[src/rtl/axis_pkt_fifo_pkg.sv]
// Shared definitions for the store-and-forward AXI-Stream packet FIFO.
// Default geometry, derived widths and the write-side state encoding.
package axis_pkt_fifo_pkg;

   localparam int unsigned TDATA_WIDTH_DEF    = 32;
   localparam int unsigned MAX_PKT_LENGTH_DEF = 32;
   localparam int unsigned DEPTH_DEF          = 64;

   localparam int unsigned ADDR_W = $clog2(DEPTH_DEF);
   localparam int unsigned CNT_W  = $clog2(MAX_PKT_LENGTH_DEF) + 1;

   typedef enum logic [0:0] {
      ACCEPT = 1'b0,
      DROP   = 1'b1
   } wr_state_e;

endpackage

[src/rtl/axis_pkt_fifo_ram.sv]
// Simple dual-port storage for the packet FIFO: synchronous write, combinational read.
// Each word holds {tlast, tdata}.
module axis_pkt_fifo_ram
   import axis_pkt_fifo_pkg::*;
#(
   parameter int unsigned DW = TDATA_WIDTH_DEF + 1,
   parameter int unsigned AW = ADDR_W
) (
   input  logic          clk_i,
   input  logic          we_i,
   input  logic [AW-1:0] waddr_i,
   input  logic [DW-1:0] wdata_i,
   input  logic [AW-1:0] raddr_i,
   output logic [DW-1:0] rdata_o
);

   logic [DW-1:0] mem_q [2**AW];

   always_ff @(posedge clk_i) begin
      if (we_i) begin
         mem_q[waddr_i] <= wdata_i;
      end
   end

   assign rdata_o = mem_q[raddr_i];

endmodule

[src/rtl/axis_pkt_fifo.sv]
// Store-and-forward AXI-Stream packet FIFO: a packet is released only once its tlast beat is stored.
// Optional oversize-packet dropping is enabled by defining AXIS_PKT_FIFO_DROP_EN.
module axis_pkt_fifo
   import axis_pkt_fifo_pkg::*;
#(
   parameter int unsigned TDATA_WIDTH    = TDATA_WIDTH_DEF,
   parameter int unsigned MAX_PKT_LENGTH = MAX_PKT_LENGTH_DEF,
   parameter int unsigned DEPTH          = DEPTH_DEF
) (
   input  logic                     aclk,
   input  logic                     resetn,
   input  logic                     s_axis_tvalid,
   output logic                     s_axis_tready,
   input  logic [TDATA_WIDTH-1:0]   s_axis_tdata,
   input  logic                     s_axis_tlast,
   output logic                     m_axis_tvalid,
   input  logic                     m_axis_tready,
   output logic [TDATA_WIDTH-1:0]   m_axis_tdata,
   output logic                     m_axis_tlast,
   output logic [$clog2(DEPTH):0]   o_pkt_cnt,
   output logic [$clog2(DEPTH):0]   o_fill,
   output logic                     o_drop
);

   localparam int unsigned AW = $clog2(DEPTH);
   localparam int unsigned PW = AW + 1;
   localparam int unsigned CW_REQ = $clog2(MAX_PKT_LENGTH) + 1;
   localparam int unsigned CW = (CNT_W > CW_REQ) ? CNT_W : CW_REQ;

   wr_state_e            state_q, state_d;
   logic [PW-1:0]        wr_ptr_q, wr_ptr_d, wr_commit_q, wr_commit_d;
   logic [PW-1:0]        rd_ptr_q, rd_ptr_d, pkt_cnt_q, pkt_cnt_d;
   logic [CW-1:0]        in_cnt_q, in_cnt_d;
   logic                 tvalid_q, tvalid_d, tlast_q, tlast_d, drop_q, drop_d;
   logic [TDATA_WIDTH-1:0] tdata_q, tdata_d;
   logic [TDATA_WIDTH:0] ram_rdata_s;
   logic                 full_s, wr_fire_s, ram_we_s, oversize_s, commit_s, rd_load_s, pkt_dec_s;

   assign full_s    = (wr_ptr_q - rd_ptr_q) == PW'(DEPTH);
   assign wr_fire_s = s_axis_tvalid & s_axis_tready;
   assign ram_we_s  = wr_fire_s & (state_q == ACCEPT);

`ifdef AXIS_PKT_FIFO_DROP_EN
   assign oversize_s = ram_we_s & ~s_axis_tlast & (in_cnt_q == CW'(MAX_PKT_LENGTH - 1));
`else
   assign oversize_s = 1'b0;
`endif

   axis_pkt_fifo_ram #(
      .DW (TDATA_WIDTH + 1),
      .AW (AW)
   ) u_ram (
      .clk_i   (aclk),
      .we_i    (ram_we_s),
      .waddr_i (wr_ptr_q[AW-1:0]),
      .wdata_i ({s_axis_tlast, s_axis_tdata}),
      .raddr_i (rd_ptr_q[AW-1:0]),
      .rdata_o (ram_rdata_s)
   );

   always_ff @(posedge aclk) begin
      if (!resetn) begin
         state_q <= ACCEPT;
      end else begin
         state_q <= state_d;
      end
   end

   always_comb begin
      state_d = state_q;
`ifdef AXIS_PKT_FIFO_DROP_EN
      case (state_q)
         ACCEPT:  if (oversize_s) state_d = DROP; else state_d = ACCEPT;
         DROP:    if (wr_fire_s && s_axis_tlast) state_d = ACCEPT; else state_d = DROP;
         default: state_d = ACCEPT;
      endcase
`else
      state_d = ACCEPT;
`endif
   end

   // DROP swallows the rest of an oversize packet, so it never back-pressures.
   always_comb begin
      s_axis_tready = 1'b0;
      case (state_q)
         ACCEPT:  s_axis_tready = resetn & ~full_s;
         DROP:    s_axis_tready = resetn;
         default: s_axis_tready = 1'b0;
      endcase
   end

   always_comb begin
      wr_ptr_d    = wr_ptr_q;
      wr_commit_d = wr_commit_q;
      in_cnt_d    = in_cnt_q;
      commit_s    = 1'b0;
      drop_d      = 1'b0;
      if (oversize_s) begin
         wr_ptr_d = wr_commit_q;
         in_cnt_d = {CW{1'b0}};
         drop_d   = 1'b1;
      end else if (ram_we_s) begin
         wr_ptr_d = wr_ptr_q + PW'(1);
         if (s_axis_tlast) begin
            wr_commit_d = wr_ptr_q + PW'(1);
            in_cnt_d    = {CW{1'b0}};
            commit_s    = 1'b1;
         end else begin
            in_cnt_d    = in_cnt_q + CW'(1);
         end
      end else begin
         wr_ptr_d = wr_ptr_q;
      end
   end

   assign rd_load_s = (wr_commit_q != rd_ptr_q) & (~tvalid_q | m_axis_tready);
   assign pkt_dec_s = tvalid_q & m_axis_tready & tlast_q;

   always_comb begin
      rd_ptr_d = rd_ptr_q;
      tvalid_d = tvalid_q;
      tdata_d  = tdata_q;
      tlast_d  = tlast_q;
      if (rd_load_s) begin
         rd_ptr_d           = rd_ptr_q + PW'(1);
         tvalid_d           = 1'b1;
         {tlast_d, tdata_d} = ram_rdata_s;
      end else if (m_axis_tready) begin
         tvalid_d = 1'b0;
      end else begin
         tvalid_d = tvalid_q;
      end
   end

   always_comb begin
      case ({commit_s, pkt_dec_s})
         2'b10:   pkt_cnt_d = pkt_cnt_q + PW'(1);
         2'b01:   pkt_cnt_d = pkt_cnt_q - PW'(1);
         default: pkt_cnt_d = pkt_cnt_q;
      endcase
   end

   always_ff @(posedge aclk) begin
      if (!resetn) begin
         wr_ptr_q    <= {PW{1'b0}};
         wr_commit_q <= {PW{1'b0}};
         rd_ptr_q    <= {PW{1'b0}};
         in_cnt_q    <= {CW{1'b0}};
         pkt_cnt_q   <= {PW{1'b0}};
         tvalid_q    <= 1'b0;
         tdata_q     <= {TDATA_WIDTH{1'b0}};
         tlast_q     <= 1'b0;
         drop_q      <= 1'b0;
      end else begin
         wr_ptr_q    <= wr_ptr_d;
         wr_commit_q <= wr_commit_d;
         rd_ptr_q    <= rd_ptr_d;
         in_cnt_q    <= in_cnt_d;
         pkt_cnt_q   <= pkt_cnt_d;
         tvalid_q    <= tvalid_d;
         tdata_q     <= tdata_d;
         tlast_q     <= tlast_d;
         drop_q      <= drop_d;
      end
   end

   assign m_axis_tvalid = tvalid_q;
   assign m_axis_tdata  = tdata_q;
   assign m_axis_tlast  = tlast_q;
   assign o_pkt_cnt     = pkt_cnt_q;
   assign o_fill        = wr_ptr_q - rd_ptr_q;
   assign o_drop        = drop_q;

endmodule

[config.mk]
export PLATFORM = sky130hd
export DESIGN_NAME = axis_pkt_fifo
export DESIGN_NICKNAME = d
export VERILOG_FILES = /design/src/rtl/axis_pkt_fifo_pkg.sv /design/src/rtl/axis_pkt_fifo_ram.sv /design/src/rtl/axis_pkt_fifo.sv
export SDC_FILE = /design/constraint.sdc
export NUM_CORES = 2
export LEC_CHECK = 0
export ABC_CLOCK_PERIOD_IN_PS = 18700
export CORE_MARGIN = 2
export CORE_UTILIZATION = 35
export CTS_BUF_LIST = sky130_fd_sc_hd__clkbuf_8 sky130_fd_sc_hd__clkbuf_16
export DETAILED_ROUTE_END_ITERATION = 12
export REMOVE_ABC_BUFFERS = 1
export SYNTH_ARGS = -nofsm -noshare
export SYNTH_HDL_FRONTEND = slang
export SYNTH_SLANG_ARGS = --single-unit
[constraint.sdc]
create_clock -name aclk -period 18.7 [get_ports aclk]
set_input_delay 3.74 -clock aclk [delete_from_list [all_inputs] [get_ports aclk]]
set_output_delay 3.74 -clock aclk [all_outputs]
set_load 0.02 [all_outputs]
==> impl_metrics.xml <==
<?xml version="1.0" encoding="UTF-8"?>
<metrics>
  <group name="outcome">
    <metric name="status" unit="">complete, no violations</metric>
  </group>
  <group name="global_route">
    <metric name="grt_first_pass_wirelength" unit="mm">305.3</metric>
    <metric name="gr-total-overflow" unit="">0</metric>
    <metric name="grt_pass1_vias" unit="">41655</metric>
    <metric name="globalRouteTotalUtil" unit="%">17.47</metric>
    <metric name="grt_max_degree" unit="">101</metric>
    <metric name="initial_antenna_violation_count" unit="">13</metric>
  </group>
  <group name="pwr">
    <metric name="power-per-cell-area" unit="nW/um^2">120.1</metric>
    <metric name="leakage" unit="nW">29.28</metric>
    <metric name="p_sw_share" unit="%">25.66</metric>
    <metric name="comb_power_share" unit="%">15.7</metric>
    <metric name="irDropWorstVdd" unit="V">0.00008415</metric>
    <metric name="net_switching" unit="W">0.002949</metric>
    <metric name="sequential_fraction_of_design_power" unit="%">47.6</metric>
    <metric name="design_power_total" unit="W">0.01150</metric>
    <metric name="cell_internal_pwr" unit="W">0.008547</metric>
    <metric name="share_clk_of_total_power" unit="%">36.6</metric>
  </group>
  <group name="critical_path">
    <metric name="cp_max_fo" unit="">54</metric>
    <metric name="worstPathArrival" unit="ns">5.14</metric>
    <metric name="cp_num_buf_inv" unit="">2</metric>
    <metric name="critical_path.cell_chain" unit="">buf_4 &gt; o21a_1 &gt; clkdlybuf4s50_1</metric>
    <metric name="crit_family" unit="">buffers and inverters</metric>
    <metric name="timing.setup.critical_path_class" unit="">input port to primary output</metric>
    <metric name="endpoint_kind" unit="">primary output</metric>
    <metric name="critical_path_required" unit="ns">14.96</metric>
    <metric name="cp_slowest_stage_delay" unit="ns">0.60</metric>
    <metric name="worst_path_max_delay_cell" unit="">sky130_fd_sc_hd__clkdlybuf4s50_1</metric>
    <metric name="critical_path.startpoint_type" unit="">input port</metric>
  </group>
  <group name="placement">
    <metric name="dpl_cell_area" unit="um^2">88730</metric>
    <metric name="buffer_ports.inserted" unit="">85</metric>
    <metric name="gp_routability_congestion" unit="">0.7983</metric>
    <metric name="detailedPlacementHpwl" unit="mm">117.8</metric>
  </group>
  <group name="clock_network">
    <metric name="tritoncts.num_buffers" unit="">218</metric>
    <metric name="cts.repair.resized" unit="">0</metric>
    <metric name="clock_insertion_delay_worst_skew" unit="ns">0.85</metric>
    <metric name="hold_buffers" unit="">0</metric>
    <metric name="clock_h_tree_levels" unit="">4</metric>
    <metric name="cts_tree" unit="">done</metric>
    <metric name="clock_path_buffers" unit="">3</metric>
    <metric name="postCtsSetupRepairBufs" unit="">0</metric>
    <metric name="clock_sinks" unit="">2174</metric>
    <metric name="root_buffer" unit="">sky130_fd_sc_hd__clkbuf_16</metric>
    <metric name="clk_pin_slew" unit="ns">0.06</metric>
  </group>
  <group name="yosys">
    <metric name="ys_ff_latch" unit="">2174</metric>
    <metric name="post_synth_instance_area" unit="um^2">83530</metric>
    <metric name="post_synthesis_cells" unit="">4074</metric>
    <metric name="ys_async_sr_fraction" unit="%">0</metric>
    <metric name="register_area_share_after_synthesis" unit="%">77.42</metric>
    <metric name="post_synth.cell_area_avg" unit="um^2">20.50</metric>
    <metric name="synth.lib_cells_used.distinct" unit="">67</metric>
    <metric name="synth-edff-count" unit="">2112</metric>
    <metric name="most_instantiated_flip_flop_cell_in_the_synthesis_netlist" unit="">sky130_fd_sc_hd__edfxtp_1</metric>
    <metric name="ys_warn_count" unit="">0</metric>
  </group>
  <group name="finish">
    <metric name="growth_of_design_area_from_synthesis_to_finish" unit="%">14.56</metric>
    <metric name="number_of_fill_cells_in_the_layout" unit="">20864</metric>
    <metric name="finish.net_count" unit="">4343</metric>
    <metric name="drive_gt1_share" unit="%">20.96</metric>
    <metric name="finalInstanceArea" unit="um^2">95690</metric>
  </group>
  <group name="die">
    <metric name="design.die.area" unit="um^2">242600</metric>
    <metric name="rows" unit="">179</metric>
    <metric name="die_height" unit="um">492.5</metric>
    <metric name="placeableCoreArea" unit="um^2">237600</metric>
    <metric name="floorplan.die.width" unit="um">492.5</metric>
    <metric name="start_util" unit="%">35.15</metric>
    <metric name="floorplan.io_pins" unit="">87</metric>
  </group>
  <group name="min_path">
    <metric name="worst_hold_path_type" unit="">register to register</metric>
  </group>
  <group name="detailed_routing">
    <metric name="drcViolationCount" unit="">0</metric>
    <metric name="postRouteAntennaNets" unit="">0</metric>
    <metric name="firstDrtPassIters" unit="">5</metric>
    <metric name="wl" unit="mm">215.9</metric>
    <metric name="drt-initial-drc-count" unit="">4835</metric>
    <metric name="wire_per_inst" unit="um">28.24</metric>
    <metric name="via_count" unit="">41423</metric>
    <metric name="post_drt_via_cell_ratio" unit="">5.418</metric>
  </group>
  <group name="timing">
    <metric name="finalHoldViolations" unit="">0</metric>
    <metric name="final.setup.tns" unit="ns">0</metric>
    <metric name="max_clock_freq" unit="MHz">112.7</metric>
    <metric name="share_of_the_clock_period_used_by_the_worst_path_after_layout" unit="%">47.46</metric>
    <metric name="worst_slew_pin_slew" unit="ns">1.263</metric>
    <metric name="slew_headroom" unit="%">15.80</metric>
    <metric name="setup_viol" unit="">0</metric>
    <metric name="layout_min_cycle_time" unit="ns">8.875</metric>
    <metric name="finalMaxSlewViolations" unit="">0</metric>
    <metric name="setup_repair_after_global_routing_missed_its_margin" unit="">false</metric>
    <metric name="fin_skew" unit="ns">0.03188</metric>
  </group>
  <group name="flow_run">
    <metric name="maxCapViolations" unit="">0</metric>
  </group>
</metrics>
-- Yosys cell counts, types with 3 or more instances --
library cell,count,area share (%)
sky130_fd_sc_hd__o21ai_0,78,0.47
sky130_fd_sc_hd__o31ai_1,8,0.072
sky130_fd_sc_hd__nor3_1,14,0.084
sky130_fd_sc_hd__o221ai_1,18,0.19
sky130_fd_sc_hd__ha_1,14,0.21
sky130_fd_sc_hd__buf_6,3,0.040
sky130_fd_sc_hd__nand2b_1,4,0.030
sky130_fd_sc_hd__o211ai_1,10,0.090
sky130_fd_sc_hd__buf_4,22,0.20
sky130_fd_sc_hd__xnor2_1,16,0.17
sky130_fd_sc_hd__nor4_1,4,0.030
sky130_fd_sc_hd__a21oi_1,88,0.53
sky130_fd_sc_hd__nor2_1,122,0.55
sky130_fd_sc_hd__mux2i_1,378,4.5
sky130_fd_sc_hd__or3_1,4,0.030
sky130_fd_sc_hd__clkbuf_1,96,0.43
sky130_fd_sc_hd__edfxtp_1,2112,76
sky130_fd_sc_hd__a211oi_1,18,0.16
sky130_fd_sc_hd__nand4_1,21,0.16
sky130_fd_sc_hd__and3_1,5,0.037
sky130_fd_sc_hd__a2111oi_0,4,0.042
sky130_fd_sc_hd__a31oi_1,10,0.075
sky130_fd_sc_hd__xor2_1,12,0.13
sky130_fd_sc_hd__nand3b_1,4,0.036
sky130_fd_sc_hd__inv_1,12,0.054
sky130_fd_sc_hd__a22oi_1,181,1.6
sky130_fd_sc_hd__a221oi_1,24,0.25
sky130_fd_sc_hd__buf_2,89,0.53
sky130_fd_sc_hd__dfxtp_1,62,1.5
sky130_fd_sc_hd__nand3_1,84,0.50
sky130_fd_sc_hd__and2_1,14,0.10
sky130_fd_sc_hd__mux4_2,373,10
sky130_fd_sc_hd__a22o_1,11,0.12
sky130_fd_sc_hd__nor2b_1,10,0.075
sky130_fd_sc_hd__o22ai_1,19,0.14
sky130_fd_sc_hd__buf_1,17,0.076
sky130_fd_sc_hd__nand2_1,74,0.33
-- state kept, by name, indices dropped and copies added, names as in the netlist --
register       count
m_axis_tdata      32
m_axis_tlast       1
m_axis_tvalid      1
o_pkt_cnt          7
rd_ptr_q           7
u_ram.mem_q     2112
wr_commit_q        7
wr_ptr_q           7
-- per-stage QoR --
step,hold WS [ns],util (%),setup WS (ns),instances
finish,0.4924,40.27,9.825,7646
floorplan,0.4610,-,-10.72,3847
global route,0.5104,40.26,9.767,7639
detailed placement,0.4797,37.34,9.799,7237
global placement,0.4721,37.34,9.788,7237
CTS,0.4878,40.26,9.800,7638
-- metal layers --
layer	GRT usage (%)	up-vias	routed length, um
li1	-	17410	-
met1	23.75	22220	90080
met2	28.45	1470	104300
met3	3.825	321	16240
met4	4.601	2	5235
met5	0	-	12
-- logic make-up (layout without fill, tap and decap cells) --
kind of cell	count (synthesis)	count (layout)	share of synthesized area, %
buffers and inverters	242	639	1.347
other	1	9	0.004490
XOR/XNOR	29	29	0.3131
adder cells (fa/ha/maj)	16	16	0.2577
multiplexers	752	752	14.60
flip-flops	2174	2174	77.42
AND/OR/NAND/NOR	371	371	2.079
AO/OA/AOI/OAI	489	489	3.982
-- worst reg2reg max path, cell delays in order, from the launching register on --
cell and delay [ns]:
sky130_fd_sc_hd__dfxtp_4 0.62, sky130_fd_sc_hd__buf_4 0.76, sky130_fd_sc_hd__buf_12 0.69, sky130_fd_sc_hd__buf_4 0.89, sky130_fd_sc_hd__buf_4 0.82, sky130_fd_sc_hd__mux4_2 0.62, sky130_fd_sc_hd__a21oi_1 0.16, sky130_fd_sc_hd__nor2_1 0.06
sky130_fd_sc_hd__o31ai_1 0.77, sky130_fd_sc_hd__a21oi_1 0.17
-- cells in the final DEF (no fill, tap or decap), types with 12 or more instances in the layout --
cell / synthesis / final
sky130_fd_sc_hd__a211oi_1: 18 / 18
sky130_fd_sc_hd__a21oi_1: 88 / 87
sky130_fd_sc_hd__a221oi_1: 24 / 24
sky130_fd_sc_hd__a22oi_1: 181 / 181
sky130_fd_sc_hd__and2_1: 14 / 12
sky130_fd_sc_hd__buf_2: 89 / 33
sky130_fd_sc_hd__buf_4: 22 / 137
sky130_fd_sc_hd__bufinv_16: 0 / 14
sky130_fd_sc_hd__clkbuf_16: 0 / 221
sky130_fd_sc_hd__clkbuf_8: 0 / 14
sky130_fd_sc_hd__clkdlybuf4s50_1: 0 / 51
sky130_fd_sc_hd__clkinv_1: 1 / 55
sky130_fd_sc_hd__clkinv_2: 0 / 28
sky130_fd_sc_hd__dfxtp_1: 62 / 58
sky130_fd_sc_hd__edfxtp_1: 2112 / 2112
sky130_fd_sc_hd__ha_1: 14 / 14
sky130_fd_sc_hd__inv_1: 12 / 60
sky130_fd_sc_hd__mux2i_1: 378 / 378
sky130_fd_sc_hd__mux4_2: 373 / 373
sky130_fd_sc_hd__nand2_1: 74 / 74
sky130_fd_sc_hd__nand3_1: 84 / 84
sky130_fd_sc_hd__nand4_1: 21 / 21
sky130_fd_sc_hd__nor2_1: 122 / 57
sky130_fd_sc_hd__nor2_4: 0 / 65
sky130_fd_sc_hd__o21ai_0: 78 / 78
sky130_fd_sc_hd__o221ai_1: 18 / 18
sky130_fd_sc_hd__o22ai_1: 19 / 19
sky130_fd_sc_hd__xnor2_1: 16 / 16
sky130_fd_sc_hd__xor2_1: 12 / 12
-- layout make-up --
class                   count  area (um^2)  area share (%)
well taps                3167         3963           4.141
inverters                  15        56.30         0.05884
diodes                      8        20.02         0.02092
multi-input cells        1658        18290           19.11
flip-flops and latches   2174        64670           67.59
repair buffers            223         1744           1.823
clock inverters           166         1219           1.274
clock buffers             235         5723           5.981
-- worst paths after layout --
kind | from | endpoint | slack [ns] | cells past startpoint
worst min-delay path | wr_commit_q[0]$_SDFFE_PN0P_ | wr_commit_q[0]$_SDFFE_PN0P_ | 0.49 | 2
worst max-delay path | resetn | s_axis_tready | 9.82 | 3
worst max register to register | rd_ptr_q[0]$_SDFFE_PN0P_ | m_axis_tdata[1]$_SDFFE_PN0P_ | 13.01 | 9
worst min register to register | wr_commit_q[0]$_SDFFE_PN0P_ | wr_commit_q[0]$_SDFFE_PN0P_ | 0.49 | 2
-- power groups by stage --
stage	Combinational (W)	Clock (W)	Sequential (W)
2_1_floorplan	0.00201	0	0.00581
3_5_place_dp	0.00183	0	0.00558
6_report	0.00181	0.00421	0.00547
4_1_cts	0.00183	0.00428	0.00548
5_1_grt	0.00193	0.00447	0.00548
3_3_place_gp	0.00181	0	0.00558
Power figures use the tool's default switching activity.
